===== src/rtl/noc_output_port.sv =====
// Per-direction NoC output stage: flit mux, registered link, one-hot turn token, credit flow control.
// Optional NOC_OUT_STATS_EN adds accepted-flit and stall-cycle counters.
module noc_output_port #(
  parameter int unsigned DATA_W  = 8,
  parameter int unsigned CREDITS = 4,
  localparam int unsigned CW     = $clog2(CREDITS + 1)
) (
  input  logic              clk,
  input  logic              rst_n,
  input  logic [2:0]        port_select,
  input  logic              port_enable,
  input  logic [DATA_W-1:0] N_data_i,
  input  logic [DATA_W-1:0] S_data_i,
  input  logic [DATA_W-1:0] E_data_i,
  input  logic [DATA_W-1:0] W_data_i,
  input  logic [DATA_W-1:0] L_data_i,
  input  logic              credit_in,
  output logic [DATA_W-1:0] data_o,
  output logic              valid_o,
  output logic              port_full,
  output logic [4:0]        turn,
`ifdef NOC_OUT_STATS_EN
  output logic [15:0]       flit_cnt_o,
  output logic [15:0]       stall_cnt_o,
`endif
  output logic              err_o
);

  localparam logic [CW-1:0] CreditsMax = CW'(CREDITS);

  logic [DATA_W-1:0] r_data;
  logic              r_valid;
  logic [CW-1:0]     r_credits;
  logic [4:0]        r_turn;
  logic              r_err;

  logic              w_sel_ok;
  logic              w_no_credit;
  logic              w_accept;
  logic              w_err_set;
  logic [DATA_W-1:0] w_sel_flit;
  logic [CW-1:0]     w_credits_d;

  always_comb begin
    w_sel_ok    = (port_select <= 3'd4);
    w_no_credit = (r_credits == '0);
    w_accept    = port_enable && !w_no_credit && w_sel_ok;
  end

  always_comb begin
    w_sel_flit = '0;
    case (port_select)
      3'd0:    w_sel_flit = N_data_i;
      3'd1:    w_sel_flit = S_data_i;
      3'd2:    w_sel_flit = E_data_i;
      3'd3:    w_sel_flit = W_data_i;
      3'd4:    w_sel_flit = L_data_i;
      default: w_sel_flit = '0;
    endcase
  end

  // A simultaneous accept and credit return cancel; a lone credit return saturates at CREDITS.
  always_comb begin
    w_credits_d = r_credits;
    if (w_accept && !credit_in) begin
      w_credits_d = r_credits - CW'(1);
    end else if (credit_in && !w_accept && (r_credits != CreditsMax)) begin
      w_credits_d = r_credits + CW'(1);
    end
  end

  always_comb begin
    w_err_set = (port_enable && (w_no_credit || !w_sel_ok)) ||
                (credit_in && !w_accept && (r_credits == CreditsMax));
  end

  always_ff @(posedge clk or negedge rst_n) begin
    if (!rst_n) begin
      r_data    <= '0;
      r_valid   <= 1'b0;
      r_credits <= CreditsMax;
      r_turn    <= 5'b10000;
      r_err     <= 1'b0;
    end else begin
      if (w_accept) begin
        r_data <= w_sel_flit;
      end
      r_valid   <= w_accept;
      r_credits <= w_credits_d;
      r_turn    <= {r_turn[0], r_turn[4:1]};
      r_err     <= r_err | w_err_set;
    end
  end

`ifdef NOC_OUT_STATS_EN
  logic [15:0] r_flit_cnt;
  logic [15:0] r_stall_cnt;

  always_ff @(posedge clk or negedge rst_n) begin
    if (!rst_n) begin
      r_flit_cnt  <= '0;
      r_stall_cnt <= '0;
    end else begin
      if (w_accept) begin
        r_flit_cnt <= r_flit_cnt + 16'd1;
      end
      if (port_enable && w_no_credit) begin
        r_stall_cnt <= r_stall_cnt + 16'd1;
      end
    end
  end

  assign flit_cnt_o  = r_flit_cnt;
  assign stall_cnt_o = r_stall_cnt;
`endif

  assign data_o    = r_data;
  assign valid_o   = r_valid;
  assign port_full = w_no_credit;
  assign turn      = r_turn;
  assign err_o     = r_err;

endmodule


===== config.mk =====
export PLATFORM = sky130hd
export DESIGN_NAME = noc_output_port
export DESIGN_NICKNAME = d
export VERILOG_FILES = /design/src/rtl/noc_output_port.sv
export SDC_FILE = /design/constraint.sdc
export NUM_CORES = 1
export LEC_CHECK = 0
export ABC_AREA = 1
export BUFFER_PORTS_ARGS = -buffer_cell sky130_fd_sc_hd__buf_2
export CAP_MARGIN = 20
export CORE_MARGIN = 8
export CORE_UTILIZATION = 30
export DETAILED_ROUTE_END_ITERATION = 16
export PLACE_DENSITY = 0.69
export SKIP_LAST_GASP = 1
export SYNTH_ARGS = -nofsm -noshare
export SYNTH_HDL_FRONTEND = slang
export SYNTH_SLANG_ARGS = --single-unit

===== constraint.sdc =====
create_clock -name clk -period 3.22 [get_ports clk]
set_clock_uncertainty 0.05 [all_clocks]
set_input_delay 0.161 -clock clk [delete_from_list [all_inputs] [get_ports clk]]
set_output_delay 0.161 -clock clk [all_outputs]
set_load 0.01 [all_outputs]

Word level (Yosys, flattened, before mapping). Cells that the tools add are included.

Register bits after elaboration: 18. Input bits: 47.

Add/sub/neg operators: 2. $lt $le $gt $ge: 1. Equal/unequal tests: 6. Muxes and demuxes: 3. Bitwise logic cells: 1. Reduce and logical (&&, ||, !) cells: 16.

Operators with widths (number): one-hot mux 8 bit (5 select lines) (1); logical AND 1 bit (7); == test 3 x 2 -> 1 bit, second input constant (2); == test 3 bit, second input constant (2); logical NOT 3 bit (2); two-way mux 3 bit (2); logical NOT 1 bit (4); adder 3 x 1 -> 3 bit, second input constant (1); == test 3 x 1 -> 1 bit, second input constant (1); <= comparator 3 bit, second input constant (1); != test 3 bit, second input constant (1); subtractor 3 x 1 -> 3 bit, second input constant (1); logical OR 1 bit (2); nonzero test 2 bit (1); bitwise OR 1 bit (1).

Logic depth before layout (Yosys ltp). Gate-level depths: netlist of run 1.

Word-level depth: 9. Depth in mapped cells: 9.

Worst setup path before layout of run 1. Ideal clock, no wire load.

Kind: register to register. Start point: reg r_credits[2]. End point: reg r_credits[1]. Arrival time: 1517 ps. Path slack: 1526 ps. Cell stages (with the launch flop): 8. Period minus slack after synthesis: 1694 ps. Cell sequence: dfstp_2 -> inv_1 -> nand2_1 -> nand4_1 -> fa_1 -> inv_1 -> nand2_1 -> o21ai_0.

Word-level cells in the longest chain between the ends: 8. Elaborated cells between the ends (all ways): 11. Those cells by class: 1 x eq/ne; 1 x mux; 9 x reduce/logical.

RTL lines: start, declared (line 33) `logic [CW-1:0] r_credits;`; start signal, assigned (line 81) `r_credits <= CreditsMax;`; start signal, assigned (line 89) `r_credits <= w_credits_d;`; logical NOT 3 bit (line 46) `w_no_credit = (r_credits == '0);`; logical NOT 1 bit (line 47) `w_accept = port_enable && !w_no_credit && w_sel_ok;`; logical AND 1 bit (2 in series) (line 47); logical NOT 1 bit (line 67) `end else if (credit_in && !w_accept && (r_credits != CreditsMax)) begin`; logical AND 1 bit (2 in series) (line 67); nonzero test 2 bit (no line).

Parallel ways exist; a longest one is shown, timed or not. A chain may end at the register's enable or synchronous reset.

Worst setup path after layout of run 1. Ends and elaborated chain as after synthesis.

==> results of run 1 <==
[synthesized netlist by cell type]
| cell type | number | area [sq um] |
|---|---|---|
| sky130_fd_sc_hd__clkbuf_8 | 1 | 13.8 |
| sky130_fd_sc_hd__inv_1 | 52 | 195 |
| sky130_fd_sc_hd__a21o_1 | 1 | 7.51 |
| sky130_fd_sc_hd__dfstp_2 | 2 | 52.6 |
| sky130_fd_sc_hd__nand2_1 | 32 | 120 |
| sky130_fd_sc_hd__nand3_4 | 1 | 17.5 |
| sky130_fd_sc_hd__nor3_1 | 12 | 60.1 |
| sky130_fd_sc_hd__nand4_1 | 1 | 6.26 |
| sky130_fd_sc_hd__a21oi_1 | 3 | 15.0 |
| sky130_fd_sc_hd__a21boi_1 | 4 | 30.0 |
| sky130_fd_sc_hd__dfrtp_1 | 16 | 400 |
| sky130_fd_sc_hd__o21ai_4 | 1 | 16.3 |
| sky130_fd_sc_hd__a31o_2 | 1 | 8.76 |
| sky130_fd_sc_hd__a21boi_0 | 4 | 30.0 |
| sky130_fd_sc_hd__nand3_1 | 6 | 30.0 |
| sky130_fd_sc_hd__nor2_1 | 34 | 128 |
| sky130_fd_sc_hd__o21ai_0 | 1 | 5.00 |
| sky130_fd_sc_hd__nor2_2 | 1 | 6.26 |
| sky130_fd_sc_hd__fa_1 | 1 | 20.0 |
[cell families after synthesis]
| logic type | count (synthesis) |
|---|---|
| buffers and inverters | 53 |
| flip-flops | 18 |
| adder cells (fa/ha/maj) | 1 |
| AND/OR/NAND/NOR | 87 |
| AO/OA/AOI/OAI | 15 |
[worst min-delay path by stage]
stage	end	start	slack (ps)
global route	data_o[2]	E_data_i[2]	220
detailed placement	turn[0]	rst_n	80
CTS	data_o[5]	W_data_i[5]	180
finish	data_o[5]	W_data_i[5]	180
floorplan	data_o[0]	rst_n	-180
global placement	data_o[6]	rst_n	70
[through the flow]
stage | instance area [sq um] | utilization | instances
4_1_cts | 1580 | 0.429 | 288
6_report | 1580 | 0.429 | 288
5_1_grt | 1580 | 0.429 | 288
3_5_place_dp | 1520 | 0.412 | 283
3_3_place_gp | 1520 | 0.412 | 283
2_1_floorplan | 1160 | - | 174
[state kept, by name (all words and copies together) (netlist names)]
signal / flops
valid_o: 1
err_o: 1
turn: 5
data_o: 8
r_credits: 3
[final cells by class]
| type | count | area share |
|---|---|---|
| timing repair buffer | 63 | 0.202 |
| multi-input combinational | 103 | 0.316 |
| inverter | 52 | 0.123 |
| sequential | 18 | 0.286 |
| clock buffer | 4 | 0.0348 |
| tap | 48 | 0.0379 |
[critical path, stage by stage (launching register included)]
cell and delay (ps):
sky130_fd_sc_hd__dfstp_2 550, sky130_fd_sc_hd__inv_1 50, sky130_fd_sc_hd__nand2_1 140, sky130_fd_sc_hd__nand4_1 200, sky130_fd_sc_hd__fa_1 530, sky130_fd_sc_hd__inv_1 40, sky130_fd_sc_hd__nand2_1 50, sky130_fd_sc_hd__o21ai_0 70
[layer usage]
metal | vias to the layer above | GRT usage | wire length [microns]
li1 | 644 | - | -
met1 | 518 | 0.128 | 1430
met2 | 41 | 0.179 | 1440
met3 | 2 | 0.0376 | 294
met4 | 0 | 0.0222 | 8
met5 | - | 0 | 0
[power by group through the flow]
stage / Clock (uW) / Combinational, uW / Sequential (uW)
detailed placement: 0 / 378 / 345
floorplan: 0 / 212 / 371
finish: 185 / 369 / 341
CTS: 191 / 379 / 342
global route: 201 / 432 / 351
global placement: 0 / 371 / 343
[repair_timing]
| action | in CTS | in global routing |
|---|---|---|
| hold endpoints to repair | 16 | 0 |
| hold buffers | 1 | 0 |
| endpoints found under the setup margin | 0 | 0 |
==> results.json, run 1 <==
{
  "post_synth_instance_area_sq_mm": 0.00116,
  "yosys-mux-area-fraction": 0,
  "setup_viol": 0,
  "worst_margin_slew_ps": 410,
  "drc_marker_count_from_the_first_detailed_route_iteration": 72,
  "die_h_microns": 78.2,
  "synth_xor_area_frac": 0,
  "startpoint_type": "flip-flop",
  "fmax_mhz": 556,
  "hold_path.class": "in -> reg",
  "number_of_global_route_vias_before_repair": 1208,
  "routedWlPerCell_microns": 11.0,
  "synth_compound_area_frac": 0.0969,
  "yosysUniqueCellTypes": 19,
  "pwr-share-seq": 0.381,
  "relative_slew_slack": 0.727,
  "place_hpwl_microns": 2600,
  "power.share.combinational": 0.413,
  "worst_hold_slack_ps": 176,
  "clock_power_share": 0.206,
  "insertedDiodeCount": 0,
  "vias": 1205,
  "startpoint": "r_credits[2]",
  "routed_wl_microns": 3170,
  "synth_top_family_by_area": "simple AND/OR/NAND/NOR gates",
  "totalNegativeSetupSlack_ps": 0,
  "worst_setup_hold_path_clk_slew_ps": 70,
  "reg2reg_depth": 7,
  "multi_input_area_sq_um": 500,
  "worst_setup_slack_after_layout_ps": 1420,
  "maxCapViolCount": 0,
  "final_layout_size_suffix_gt1_frac": 0.300,
  "fp.dieArea_sq_mm": 0.00612,
  "cts_sinks": 18,
  "synthToLayoutAreaGrowth_pct": 36.3,
  "synth.ff_latch_count": 18,
  "place.gp.congestion": 0.832,
  "final_max_slew_viol_count": 0,
  "tritoncts_clock_tree": "done",
  "detail-route-antenna-nets": 0,
  "worst_reg2reg_startpoint": "r_credits[2]",
  "cts_max_level": 1,
  "cts_inserted_buffers": 3,
  "postCtsSetupRepairBufs": 0,
  "seq_area_sq_um": 453,
  "dieWidth_microns": 78.2,
  "setup.reg_to_reg.worst_slack_ps": 1420,
  "finalWorstPathRequiredPeriod_ps": 1800,
  "firstDrtPassIters": 6,
  "ys_seq_area_frac": 0.390,
  "static-leakage-power_uw": 0.00104,
  "r2r-end": "r_credits[1]",
  "worstSetupPathType": "reg -> reg",
  "unrepaired_setup_endpoints_after_global_routing": "false",
  "initial_core_util": 0.315,
  "clockBufferDepth": 2,
  "numPortBuffers": 62,
  "synth_adder_area_share": 0.0172,
  "n_fill_cell": 401,
  "coreArea_sq_mm": 0.00369,
  "place_ws_ps": 1410,
  "timing.final.hold_violations": 0,
  "most_frequent_standard_cell_in_the_layout_excluding_fill_and_tap_cells": "sky130_fd_sc_hd__buf_2",
  "crit_path_max_fanout": 4,
  "sw_frac": 0.363,
  "power_switching_uw": 325,
  "layout.nets": 289,
  "internal_power_uw": 570,
  "grt_start_max_net_pins": 20,
  "critical_path_arrival_ps": 1890,
  "viasPerCell": 4.18,
  "timing.hold.worst_path_depth": 3,
  "timing.critical_path.to": "r_credits[1]",
  "cts_root_buf": "sky130_fd_sc_hd__clkbuf_8",
  "outcome": "finished clean",
  "synth_fp_nets": 222,
  "crit_share_post_route": 0.559,
  "yosys_warnings": 0,
  "power_density_mw_per_mm2": 565,
  "num_rows": 22,
  "worst_setup_path_end_kind": "flip-flop",
  "insertion_delay_ps": 250,
  "pin_count": 63,
  "post_synth_and_or_nand_nor_area_fraction": 0.316,
  "residual_drc": 0,
  "grt_first_pass_wirelength_microns": 5460,
  "critical_path_required_ps": 3310,
  "layout_common_cells": "sky130_fd_sc_hd__buf_2, sky130_fd_sc_hd__inv_1, sky130_fd_sc_hd__nor2_1, sky130_fd_sc_hd__nand2_1, sky130_fd_sc_hd__dfrtp_1",
  "syn-mean-instance-area_sq_um": 6.68,
  "synthCells": 174,
  "number_of_antenna_violations_at_the_first_check_in_global_routing": 0,
  "p_total_uw": 895,
  "worst_vdd_rail_ir_drop_uv": 332,
  "globalRouteTotalUtil": 0.106,
  "grt_remaining_overflow": 0,
  "postCtsResizedCells": 0
}
(Power assumes the default switching activity.)
==> inputs of run 2 (changes only) <==
--- a/config.mk
+++ b/config.mk
@@ -11,7 +11,7 @@
 export CORE_MARGIN = 8
 export CORE_UTILIZATION = 30
 export DETAILED_ROUTE_END_ITERATION = 16
-export PLACE_DENSITY = 0.69
+export PLACE_DENSITY = 0.71
 export SKIP_LAST_GASP = 1
 export SYNTH_ARGS = -nofsm -noshare
 export SYNTH_HDL_FRONTEND = slang
==> constraint.sdc (replaced) <==
create_clock -name clk -period 1.6 [get_ports clk]
set_clock_uncertainty 0.05 [all_clocks]
set_input_delay 0.08 -clock clk [delete_from_list [all_inputs] [get_ports clk]]
set_output_delay 0.08 -clock clk [all_outputs]
set_load 0.01 [all_outputs]
==> run 2 against run 1 <==
The run now ends with setup timing left. Final area is 2.5% higher. Count of clock-buffer cells in the layout unchanged. Final cell count is 1.4% higher. Critical path depth did not move. Combinational power is 130% higher. Worst setup slack got worse by 1500 ps. Critical path type unchanged.
==> results.json, run 2 (synthesis results as in run 1) <==
{
  "outcome": "finished with violations",
  "failed_checks": "setup timing",
  "layout_common_cells": "sky130_fd_sc_hd__buf_2, sky130_fd_sc_hd__inv_1, sky130_fd_sc_hd__nor2_1, sky130_fd_sc_hd__nand2_1, sky130_fd_sc_hd__dfrtp_1",
  "largest_reg_flops": 8,
  "finalWorstPathRequiredPeriod_ps": 1660,
  "routed_wl_microns": 3290,
  "place_hpwl_microns": 2620,
  "number_of_antenna_violations_at_the_first_check_in_global_routing": 0,
  "place.gp.congestion": 0.823,
  "cts_inserted_buffers": 3,
  "fp.dieArea_sq_mm": 0.00612,
  "grt_first_pass_wirelength_microns": 5660,
  "worst_setup_path_end_kind": "flip-flop",
  "layout.nets": 293,
  "relative_slew_slack": 0.726,
  "worstSetupPathType": "reg -> reg",
  "critical_path.cell_chain": "inv_2 > nand2_2 > nand4_1 > fa_2 > inv_1 > nand2_1 > o21ai_1",
  "critical_path_arrival_ps": 1750,
  "routedWlPerCell_microns": 11.3,
  "clockBufferDepth": 2,
  "maxCapViolCount": 0,
  "n_fill_cell": 398,
  "firstDrtPassIters": 4,
  "globalRouteTotalUtil": 0.112,
  "timing.final.hold_violations": 0,
  "num_rows": 22,
  "cts_sinks": 18,
  "crit_share_post_route": 1.04,
  "worst_setup_hold_path_clk_slew_ps": 70,
  "worst_setup_slack_after_layout_ps": -62.2,
  "insertion_delay_ps": 250,
  "coreArea_sq_mm": 0.00369,
  "final_core_utilization": 0.440,
  "seq_area_sq_um": 453,
  "tritoncts_clock_tree": "done",
  "vias": 1214,
  "residual_drc": 0,
  "critical_path.n_buffers_inverters": 2,
  "critical-path-slowest-cell": "sky130_fd_sc_hd__fa_2",
  "worst_vdd_rail_ir_drop_uv": 623,
  "multi_input_area_sq_um": 510,
  "initial_core_util": 0.315,
  "viasPerCell": 4.16,
  "fmax_mhz": 602,
  "number_of_global_route_vias_before_repair": 1258,
  "grt_remaining_overflow": 0,
  "die_h_microns": 78.2,
  "power_density_mw_per_mm2": 1170,
  "synthToLayoutAreaGrowth_pct": 39.7,
  "numPortBuffers": 62,
  "insertedDiodeCount": 0,
  "final_layout_size_suffix_gt1_frac": 0.332,
  "critical_path_required_ps": 1690,
  "critPathMaxStageDelay_ps": 560,
  "p_total_uw": 1900,
  "drc_marker_count_from_the_first_detailed_route_iteration": 40,
  "worst_margin_slew_ps": 411,
  "grt_start_max_net_pins": 20,
  "hold_path.class": "in -> reg",
  "unrepaired_setup_endpoints_after_global_routing": "true",
  "detail-route-antenna-nets": 0,
  "pin_count": 63,
  "startpoint_type": "flip-flop",
  "static-leakage-power_uw": 0.00106,
  "most_frequent_standard_cell_in_the_layout_excluding_fill_and_tap_cells": "sky130_fd_sc_hd__buf_2",
  "cpLargestDelayFamily": "adder cells",
  "final_max_slew_viol_count": 0,
  "setup_viol": 1,
  "crit_path_max_fanout": 2,
  "cts_root_buf": "sky130_fd_sc_hd__clkbuf_8",
  "dieWidth_microns": 78.2,
  "cts_max_level": 1
}
[run 2: changes by cell type in the layout (fill, tap and decap cells not counted), sizes merged]
| cell | previous run | this run |
|---|---|---|
| buf | 62 | 66 |
[run 2: per-stage QoR]
| step | hold WS [ps] | area [sq um] | setup TNS (ps) | cells | worst slack, ps |
|---|---|---|---|---|---|
| detailed placement | -12.9 | 1540 | -9.68 | 286 | -9.68 |
| global placement | -13.1 | 1540 | 0 | 286 | 35.9 |
| CTS | 85.6 | 1610 | -7.62 | 291 | -7.62 |
| finish | 81.2 | 1620 | -62.2 | 292 | -62.2 |
| floorplan | -266 | 1160 | -68.7 | 174 | -61.3 |
| global route | 89.2 | 1620 | -302 | 292 | -147 |
[run 2: metal layers]
metal,share of wire,track usage,vias to the layer above
met1,0.41,0.123,524
li1,-,-,651
met3,0.10,0.0444,4
met2,0.47,0.191,35
met5,0,0,-
met4,0.0088,0.0389,0
[run 2: layout make-up]
cell class                 instances  share of cell area
multi-input combinational        103               0.314
inverter                          52               0.120
timing repair buffer              67               0.216
clock buffer                       4              0.0339
sequential                        18               0.279
tap                               48              0.0370
[run 2: worst min-delay path, delay by kind of cell]
family | cells | cell delay [ps]
AO/OA/AOI/OAI | 2 | 190
buffers and inverters | 1 | 70
[run 2: worst paths after layout]
path	start	endpoint	slack, ps	cells after the start
min in group asynchronous	rst_n	data_o[2]	240	2
min reg2reg	turn[2]	turn[1]	330	0
max	r_credits[2]	r_credits[1]	-60	7
max in group asynchronous	rst_n	turn[4]	930	2
min	E_data_i[2]	data_o[2]	80	3
max reg2reg	r_credits[2]	r_credits[1]	-60	7
[run 2: what timing repair did]
item | CTS | global route
buffers inserted | 0 | 1
resized for setup | 0 | 5
endpoints found under the hold margin | 16 | 0
cloned | 0 | 0
pin swaps | 0 | 1
hold buffers | 1 | 0
endpoints found under the setup margin | 1 | 4
[run 2: power by group]
| group | switching [uW] | internal, uW |
|---|---|---|
| Combinational | 458 | 377 |
| Sequential | 79.2 | 611 |
| Clock | 157 | 219 |
| Total | 694 | 1210 |
==> inputs of run 3 (changes only) <==
--- a/config.mk
+++ b/config.mk
@@ -11,7 +11,7 @@
 export CORE_MARGIN = 8
 export CORE_UTILIZATION = 30
 export DETAILED_ROUTE_END_ITERATION = 16
-export PLACE_DENSITY = 0.71
+export PLACE_DENSITY_LB_ADDON = 0.3
 export SKIP_LAST_GASP = 1
 export SYNTH_ARGS = -nofsm -noshare
 export SYNTH_HDL_FRONTEND = slang
==> run 3 against run 2 <==
The flow now finishes without violations. First-iteration DRC count fell by 48%. Count of clock-buffer cells in the layout did not move. Utilization rose by 0.34 points. Via count fell by 3.4%. Sequential power barely moved. Die area did not move. Routed wire length fell by 2.3%. Worst setup slack improved by 70 ps. Worst hold slack got worse by 5.1 ps. Critical endpoint unchanged. Largest cell class unchanged.
==> results.json, run 3 (synthesis results as in run 1) <==
{
  "firstDrtPassIters": 4,
  "multi_input_area_sq_um": 508,
  "startpoint_type": "flip-flop",
  "critical_path_required_ps": 1680,
  "critical_path_arrival_ps": 1680,
  "final_max_slew_viol_count": 0,
  "critPathMaxStageDelay_ps": 530,
  "worst_setup_path_end_kind": "flip-flop",
  "dieWidth_microns": 78.2,
  "critical-path-slowest-cell": "sky130_fd_sc_hd__dfstp_2",
  "detail-route-antenna-nets": 0,
  "worst_hold_slack_ps": 76.2,
  "synthToLayoutAreaGrowth_pct": 40.8,
  "coreArea_sq_mm": 0.00369,
  "finish.cell_count_without_fillers": 294,
  "most_frequent_standard_cell_in_the_layout_excluding_fill_and_tap_cells": "sky130_fd_sc_hd__buf_2",
  "unrepaired_setup_endpoints_after_global_routing": "true",
  "drc_marker_count_from_the_first_detailed_route_iteration": 21,
  "static-leakage-power_uw": 0.00107,
  "worst_setup_hold_path_clk_slew_ps": 70,
  "globalRouteTotalUtil": 0.108,
  "place_hpwl_microns": 2580,
  "power_density_mw_per_mm2": 1150,
  "die_h_microns": 78.2,
  "worst_vdd_rail_ir_drop_uv": 589,
  "vias": 1173,
  "viasPerCell": 3.99,
  "maxCapViolCount": 0,
  "crit_path_frequent_cell": "sky130_fd_sc_hd__inv_1",
  "place.gp.congestion": 0.733,
  "cts_max_level": 1,
  "p_total_uw": 1870,
  "critical_path.cell_chain": "inv_1 > nand2_2 > nand4_1 > fa_1 > inv_1 > nand2_1 > o21ai_0",
  "grt_remaining_overflow": 0,
  "number_of_global_route_vias_before_repair": 1147,
  "initial_core_util": 0.315,
  "insertion_delay_ps": 250,
  "worst_setup_slack_after_layout_ps": 7.73,
  "seq_area_sq_um": 453,
  "insertedDiodeCount": 0,
  "dpl.cell_count": 286,
  "crit_share_post_route": 0.995,
  "layout.nets": 295,
  "fmax_mhz": 628,
  "pin_count": 63,
  "outcome": "finished clean",
  "tritoncts_clock_tree": "done",
  "relative_slew_slack": 0.730,
  "setup_viol": 0,
  "num_rows": 22,
  "grt_start_max_net_pins": 20,
  "layout_common_cells": "sky130_fd_sc_hd__buf_2, sky130_fd_sc_hd__inv_1, sky130_fd_sc_hd__nor2_1, sky130_fd_sc_hd__nand2_1, sky130_fd_sc_hd__dfrtp_1",
  "cts_sinks": 18,
  "cts_inserted_buffers": 3,
  "worst_margin_slew_ps": 406,
  "worstSetupPathType": "reg -> reg",
  "number_of_antenna_violations_at_the_first_check_in_global_routing": 0,
  "routed_wl_microns": 3210,
  "residual_drc": 0,
  "timing.final.hold_violations": 0,
  "finalWorstPathRequiredPeriod_ps": 1590,
  "finalInstanceArea_sq_mm": 0.00164,
  "numPortBuffers": 62,
  "routedWlPerCell_microns": 10.9,
  "clockBufferDepth": 2,
  "grt_first_pass_wirelength_microns": 5460,
  "place_ws_ps": -8.54,
  "post_dp_cell_area_sq_mm": 0.00154,
  "largest_reg_flops": 8,
  "final_layout_size_suffix_gt1_frac": 0.329,
  "hold_path.class": "in -> reg",
  "cts_root_buf": "sky130_fd_sc_hd__clkbuf_8",
  "crit_path_max_fanout": 2,
  "n_fill_cell": 425,
  "fp.dieArea_sq_mm": 0.00612
}
[run 3: cell count changes in the layout (fill, tap and decap cells not counted), sizes merged]
cell	delta
buf	+2
[run 3: path summary, 6_finish.rpt]
path	slack (ps)	cells past startpoint	endpoint	from
worst max-delay path	8	7	r_credits[1]	r_credits[2]
worst min register to register	320	0	turn[2]	turn[3]
worst max register to register	8	7	r_credits[1]	r_credits[2]
min in group asynchronous	230	2	err_o	rst_n
max in group asynchronous	950	2	r_credits[2]	rst_n
worst min-delay path	80	3	data_o[5]	W_data_i[5]
[run 3: routing by layer]
layer	vias up	part of all wire	wire, microns	GRT usage
li1	655	-	-	-
met1	480	0.46	1480	0.133
met2	36	0.44	1410	0.168
met3	2	0.098	316	0.0444
met4	0	0.0025	8	0.0315
met5	-	0	0	0
[run 3: worst max-delay path, delay by kind of cell, from the launching register on]
family / cells / cell delay (ps)
fa+ha+maj: 1 / 500
buf+inv: 2 / 90
flops: 1 / 530
compound gates: 1 / 60
simple gates: 3 / 250
[run 3: layout make-up]
cell class                      count  area share
Multi-Input combinational cell    103       0.310
Clock buffer                        4      0.0336
Timing Repair Buffer               69       0.223
Sequential cell                    18       0.277
Tap cell                           48      0.0367
Inverter                           52       0.119
[run 3: repair_timing]
action	CTS	global route
endpoints found under the setup margin	0	6
setup buffers	0	3
hold buffers	1	0
gates resized for setup	0	2
hold endpoints to repair	16	0
[run 3: per-stage QoR]
step / util / TNS, ps
2_1_floorplan: - / -68.7
3_3_place_gp: 0.419 / 0
3_5_place_dp: 0.419 / -8.54
4_1_cts: 0.436 / 0
5_1_grt: 0.444 / -202
6_report: 0.444 / 0
[run 3: where the power goes]
group	internal (uW)	total [uW]	switching, uW
logic	375	818	443
registers	611	687	76.9
clock network	218	369	150
total	1200	1870	671
